[config.mk]
export PLATFORM = sky130hd
export DESIGN_NAME = dpram_rr_arbiter
export DESIGN_NICKNAME = d
export VERILOG_FILES = /design/src/rtl/dpram_arb_pkg.sv /design/src/rtl/dpram_rr_arbiter_rr_pick.sv /design/src/rtl/dpram_rr_arbiter.sv
export SDC_FILE = /design/constraint.sdc
export NUM_CORES = 1
export LEC_CHECK = 0
export ABC_AREA = 1
export CAP_MARGIN = 5
export CORE_AREA = 2 2 134 84
export CTS_CLUSTER_DIAMETER = 60
export DETAILED_ROUTE_END_ITERATION = 12
export DIE_AREA = 0 0 136 86
export PLACE_DENSITY = 0.78
export SLEW_MARGIN = 20
export SYNTH_ARGS = -nofsm -noshare
export SYNTH_HDL_FRONTEND = slang
export SYNTH_SLANG_ARGS = --single-unit
[constraint.sdc]
create_clock -name CLK -period 6.9 [get_ports CLK]
set_input_delay 0.69 -clock CLK [delete_from_list [all_inputs] [get_ports CLK]]
set_output_delay 0.69 -clock CLK [all_outputs]
set_load 0.05 [all_outputs]
[src/rtl/dpram_arb_pkg.sv]
// dpram_arb_pkg -- shared types and constants for dpram_rr_arbiter.
//   state_t : arbiter FSM states (RESET, CLEAR, RUN)
//   tag_t   : read-tracking tag {valid, idx} carried alongside a RAM read
//   RAM_DEPTH / RD_LATENCY : macro depth and accept-to-response latency
package dpram_arb_pkg;

  typedef enum logic [1:0] {
    ST_RESET = 2'd0,
    ST_CLEAR = 2'd1,
    ST_RUN   = 2'd2
  } state_t;

  // Requester index width covers the maximum of 4 requesters.
  localparam int IDX_W = 2;

  typedef struct packed {
    logic             valid;
    logic [IDX_W-1:0] idx;
  } tag_t;

  localparam int RAM_DEPTH  = 32;
  localparam int RD_LATENCY = 3;

endpackage

[src/rtl/dpram_rr_arbiter_rr_pick.sv]
// rr_pick -- combinational round-robin selector.
//   valid : request vector
//   ptr   : highest-priority requester this cycle
//   grant : one-hot grant (zero when nothing is valid); the first valid
//           requester found searching upward from ptr, modulo NREQ
module rr_pick #(
  parameter int NREQ = 2,
  parameter int PW   = 1
) (
  input  logic [NREQ-1:0] valid,
  input  logic [PW-1:0]   ptr,
  output logic [NREQ-1:0] grant
);

  logic found;

  // Double loop keeps every bit select constant; k is the search offset.
  always_comb begin
    grant = '0;
    found = 1'b0;
    for (int k = 0; k < NREQ; k++) begin
      for (int j = 0; j < NREQ; j++) begin
        if (!found && valid[j] && (j == ((int'(ptr) + k) % NREQ))) begin
          grant[j] = 1'b1;
          found    = 1'b1;
        end
      end
    end
  end

endmodule

[src/rtl/dpram_rr_arbiter.sv]
// dpram_rr_arbiter -- shares one port of the dpram32x32_cb macro between
// NREQ requesters with round-robin arbitration, one operation per cycle.
//   CLK, RST            : clock, asynchronous active-high reset
//   req_valid/ready/we/addr/wdata : per-requester command handshake
//   rsp_valid, rsp_rdata : read response, 3 cycles after accept
//   busy                : high while not in RUN
//   A, I, O, CSB, WEB, OEB : RAM port pins (controls active low)
// Optional feature: define DPRAM_ARB_CLEAR_EN to zero-fill the RAM after
// every reset (CLEAR state, 32 write cycles) before any grant.
module dpram_rr_arbiter
  import dpram_arb_pkg::*;
#(
  parameter int NREQ   = 2,
  parameter int ADDR_W = 5,
  parameter int DATA_W = 32
) (
  input  logic                     CLK,
  input  logic                     RST,
  input  logic [NREQ-1:0]          req_valid,
  output logic [NREQ-1:0]          req_ready,
  input  logic [NREQ-1:0]          req_we,
  input  logic [NREQ*ADDR_W-1:0]   req_addr,
  input  logic [NREQ*DATA_W-1:0]   req_wdata,
  output logic [NREQ-1:0]          rsp_valid,
  output logic [DATA_W-1:0]        rsp_rdata,
  output logic                     busy,
  output logic [ADDR_W-1:0]        A,
  output logic [DATA_W-1:0]        I,
  input  logic [DATA_W-1:0]        O,
  output logic                     CSB,
  output logic                     WEB,
  output logic                     OEB
);

  localparam int PW   = (NREQ > 1) ? $clog2(NREQ) : 1;
  // Tag stage 1 is the cycle the pins are driven, the last stage is the
  // cycle O is valid.
  localparam int LAST = RD_LATENCY - 1;

  state_t            state;
  logic [PW-1:0]     rr_ptr;
  logic [NREQ-1:0]   grant;
  tag_t [LAST:1]     tag_pipe;
  logic              any_grant;
  logic              g_we;
  logic [IDX_W-1:0]  g_idx;
  logic [ADDR_W-1:0] g_addr;
  logic [DATA_W-1:0] g_wdata;
  logic              rd_inflight;
`ifdef DPRAM_ARB_CLEAR_EN
  logic [ADDR_W-1:0] clr_cnt;
`endif

  rr_pick #(.NREQ(NREQ), .PW(PW)) u_pick (
    .valid (req_valid),
    .ptr   (rr_ptr),
    .grant (grant)
  );

  assign req_ready = (state == ST_RUN) ? grant : '0;
  assign any_grant = |req_ready;
  assign busy      = (state != ST_RUN);

  // Winner's command mux.
  always_comb begin
    g_idx   = '0;
    g_we    = 1'b0;
    g_addr  = '0;
    g_wdata = '0;
    for (int i = 0; i < NREQ; i++) begin
      if (grant[i]) begin
        g_idx   = IDX_W'(i);
        g_we    = req_we[i];
        g_addr  = req_addr[i*ADDR_W +: ADDR_W];
        g_wdata = req_wdata[i*DATA_W +: DATA_W];
      end
    end
  end

  // Output enable covers both the sample cycle and the data cycle of a read;
  // derived from reset-cleared flops so it idles immediately on RST.
  always_comb begin
    rd_inflight = 1'b0;
    for (int s = 1; s <= LAST; s++) rd_inflight = rd_inflight | tag_pipe[s].valid;
  end
  assign OEB = ~rd_inflight;

  always_ff @(posedge CLK or posedge RST) begin
    if (RST) begin
      state     <= ST_RESET;
      rr_ptr    <= '0;
      A         <= '0;
      I         <= '0;
      CSB       <= 1'b1;
      WEB       <= 1'b1;
      tag_pipe  <= '0;
      rsp_valid <= '0;
      rsp_rdata <= '0;
`ifdef DPRAM_ARB_CLEAR_EN
      clr_cnt   <= '0;
`endif
    end else begin
      // Pins default to idle; A and I hold their last value.
      CSB <= 1'b1;
      WEB <= 1'b1;

      for (int s = 2; s <= LAST; s++) tag_pipe[s] <= tag_pipe[s-1];
      tag_pipe[1] <= '0;

      for (int i = 0; i < NREQ; i++)
        rsp_valid[i] <= tag_pipe[LAST].valid && (tag_pipe[LAST].idx == IDX_W'(i));
      if (tag_pipe[LAST].valid) rsp_rdata <= O;

      case (state)
        ST_RESET: begin
`ifdef DPRAM_ARB_CLEAR_EN
          state <= ST_CLEAR;
`else
          state <= ST_RUN;
`endif
        end
`ifdef DPRAM_ARB_CLEAR_EN
        ST_CLEAR: begin
          A       <= clr_cnt;
          I       <= '0;
          CSB     <= 1'b0;
          WEB     <= 1'b0;
          clr_cnt <= clr_cnt + 1'b1;
          if (clr_cnt == ADDR_W'(RAM_DEPTH - 1)) begin
            clr_cnt <= '0;
            state   <= ST_RUN;
          end
        end
`endif
        ST_RUN: begin
          if (any_grant) begin
            A      <= g_addr;
            I      <= g_wdata;
            CSB    <= 1'b0;
            WEB    <= ~g_we;
            rr_ptr <= PW'((int'(g_idx) + 1) % NREQ);
            if (!g_we) tag_pipe[1] <= '{valid: 1'b1, idx: g_idx};
          end
        end
        default: state <= ST_RESET;
      endcase
    end
  end

endmodule

==> metrics.cfg <==
[synthesis]
synth.area.top_cells = dfrtp_1 (54%), nand2_1 (22%), nand3_1 (16%)
ys_warn_count = 0
synthFlopType = dfrtp_1
ys_types = 13
yosysTopAreaCell = dfrtp_1
syn_area_um2 = 3570
ys_ff_latch = 79
syn_area_per_cell_um2 = 7.84
postSynth.asyncResetShare = 1.00
synth_top_area_frac = 0.539
synthCells = 456
synth-edff-count = 0
synth_commonest_cells = nand2_1 (213), nand3_1 (115), dfrtp_1 (77)
synth.yosys.seq_area_share = 0.554
syn-num-nets = 568
synth_most_common_cell = nand2_1

[status]
status = finished clean

[floorplanning]
initial_core_util = 0.344
ioPinCount = 189
die_w_um = 136
die_h_um = 86
core_area_um2 = 10400
die_area_um2 = 11700
rows = 29

[global_route]
grt-ovfl-total = 0
grt_max_degree = 80
grt_pass1_vias = 3592
antenna_found_initial = 0
track_usage = 0.196
grt_pass1_wl_mm = 17.8

[clock_tree]
clkTransAtPathRegs_ns = 0.06
post_cts_buffers = 0
clock_sinks = 79
cts-buffers-inserted = 9
cts_tree = done
cts_hold_buf = 0
htree_levels = 3
post_cts_resized = 0
clock_path_buffers = 2
clk_latency_ns = 0.33
cts_root_buffer = clkbuf_16

[drt]
dr.pass1.iters = 5
drt-initial-drc-count = 182
vias = 3690
viasPerCell = 4.79
routed_wl_mm = 11.0
drc = 0
ant_nets = 0
post_drt_wl_per_cell_um = 14.2

[min_path]
worstHoldEndpoint = tag_pipe[3]
hp-class = flip-flop to flip-flop
min_from = tag_pipe[0]
holdPathStages = 0

[worst_setup_path]
cp_top_family = buffers and inverters
cp_cell_sequence = clkdlybuf4s50_1 > buf_4 > nand2_2 > nand3_1 > inv_1 > clkdlybuf4s50_1
arrival_ns = 3.06
rr_endpoint = tag_pipe[2]
crit_cells = 6
r2r_slack_ns = 4.53
crit_slowest_cell = clkdlybuf4s50_1
worstRegToRegCells = 7
crit_buf_inv = 4
crit_required_ns = 6.21
cpPeakStageDelay_ns = 0.70
criticalPathCategory = input pin to output port
crit_path_end_kind = output port
worst_setup_path_start_kind = input pin
r2r-start = rr_ptr
crit_fanout = 40
path_common_cell = clkdlybuf4s50_1

[timing]
maxSlewViolCount = 0
finalHoldViolCount = 0
timing.setup.tns_ns = 0
fmax_ghz = 0.267
fin_worst_skew_ns = 0.00518
rsz0062_at_grt = no
period_needed_ns = 3.75
tightest_slew_ns = 0.994
final-setup-viol-count = 0
max_slew_margin = 0.336
period_share = 0.543
worst_hold_slack_ns = 0.369

[pwr]
power_density_nw_per_um2 = 330
p_sw_uw = 775
ir_drop_mv = 0.203
combinationalPowerShare = 0.423
seqPwrFrac = 0.326
clkPwrFrac = 0.251
p_leak_uw = 0.00288
swShare = 0.401
cell_internal_pwr_uw = 1160

[layout]
fin_nets = 740
area_growth_pct = 63.9
layout-drive-gt1-share = 0.0443
antennaDiodeCount = 0

[placed_design]
gp_congestion = 0.837
port_buffers = 188
place_hpwl_mm = 7.76

[job]
maxCapViolCount = 0

flip-flops by register name, indices dropped and copies added, names as in the netlist:
name / cells
I: 32
rsp_rdata: 32
A: 5
tag_pipe: 4
rsp_valid: 2
CSB: 1
WEB: 1
rr_ptr: 1
state: 1
stage by stage:
step / util / power [uW] / worst slack (ns) / cell area, um2 / instances
floorplan: - / 1140 / 4.19 / 3570 / 456
global placement: 0.532 / 1440 / 2.74 / 5520 / 755
detailed placement: 0.532 / 1460 / 3.14 / 5520 / 755
CTS: 0.562 / 1950 / 3.13 / 5830 / 770
global route: 0.565 / 2030 / 2.94 / 5860 / 771
finish: 0.565 / 1930 / 3.15 / 5860 / 771
cells in the final DEF, fill, tap and decap left out, drive strengths merged, types with 4 or more instances in the layout:
master and instances:
dfrtp 77, nor2 4, nand3 115, clkbuf 9
inv 7, clkinv 4, clkdlybuf4s50 188, buf 8
nand2 213
power by group through the flow:
stage	sequential, uW	combinational (uW)	clock [uW]
global route	642	869	521
CTS	630	824	501
floorplan	966	170	0
global placement	632	812	0
finish	630	819	486
detailed placement	635	823	0
cell families (layout without fill, tap and decap cells):
family          after synthesis  count (layout)  synth area share
flops                        79              79             0.554
other cells                   1               1           0.00105
buf+inv                      43             219            0.0550
compound gates                1               1           0.00140
simple gates                332             332             0.389
how the worst max path moves through the flow:
stage | from | to | slack [ns]
6_report | req_valid[1] | req_ready[0] | 3.15
2_1_floorplan | RST | A[0] | 4.19
3_5_place_dp | req_valid[1] | req_ready[0] | 3.14
4_1_cts | req_valid[1] | req_ready[0] | 3.13
3_3_place_gp | req_valid[1] | req_ready[0] | 2.74
5_1_grt | req_valid[1] | req_ready[0] | 2.94
routing by layer:
metal | track usage | share of wire | vias to the layer above
met3 | 0.0733 | 0.10 | 15
li1 | - | - | 1793
met1 | 0.246 | 0.42 | 1704
met4 | 0.0568 | 0.012 | 0
met2 | 0.318 | 0.46 | 178
met5 | 0 | 0 | -
area by class of cell:
| class | instances | area (um2) |
|---|---|---|
| Inverter | 8 | 31.3 |
| Tap cell | 139 | 174 |
| Clock buffer | 9 | 225 |
| Sequential cell | 79 | 1980 |
| Fill cell | 887 | 4520 |
| Multi-Input combinational cell | 334 | 1400 |
| Clock inverter | 6 | 86.3 |
| Timing Repair Buffer | 196 | 1960 |
(Power assumes the default switching activity.)
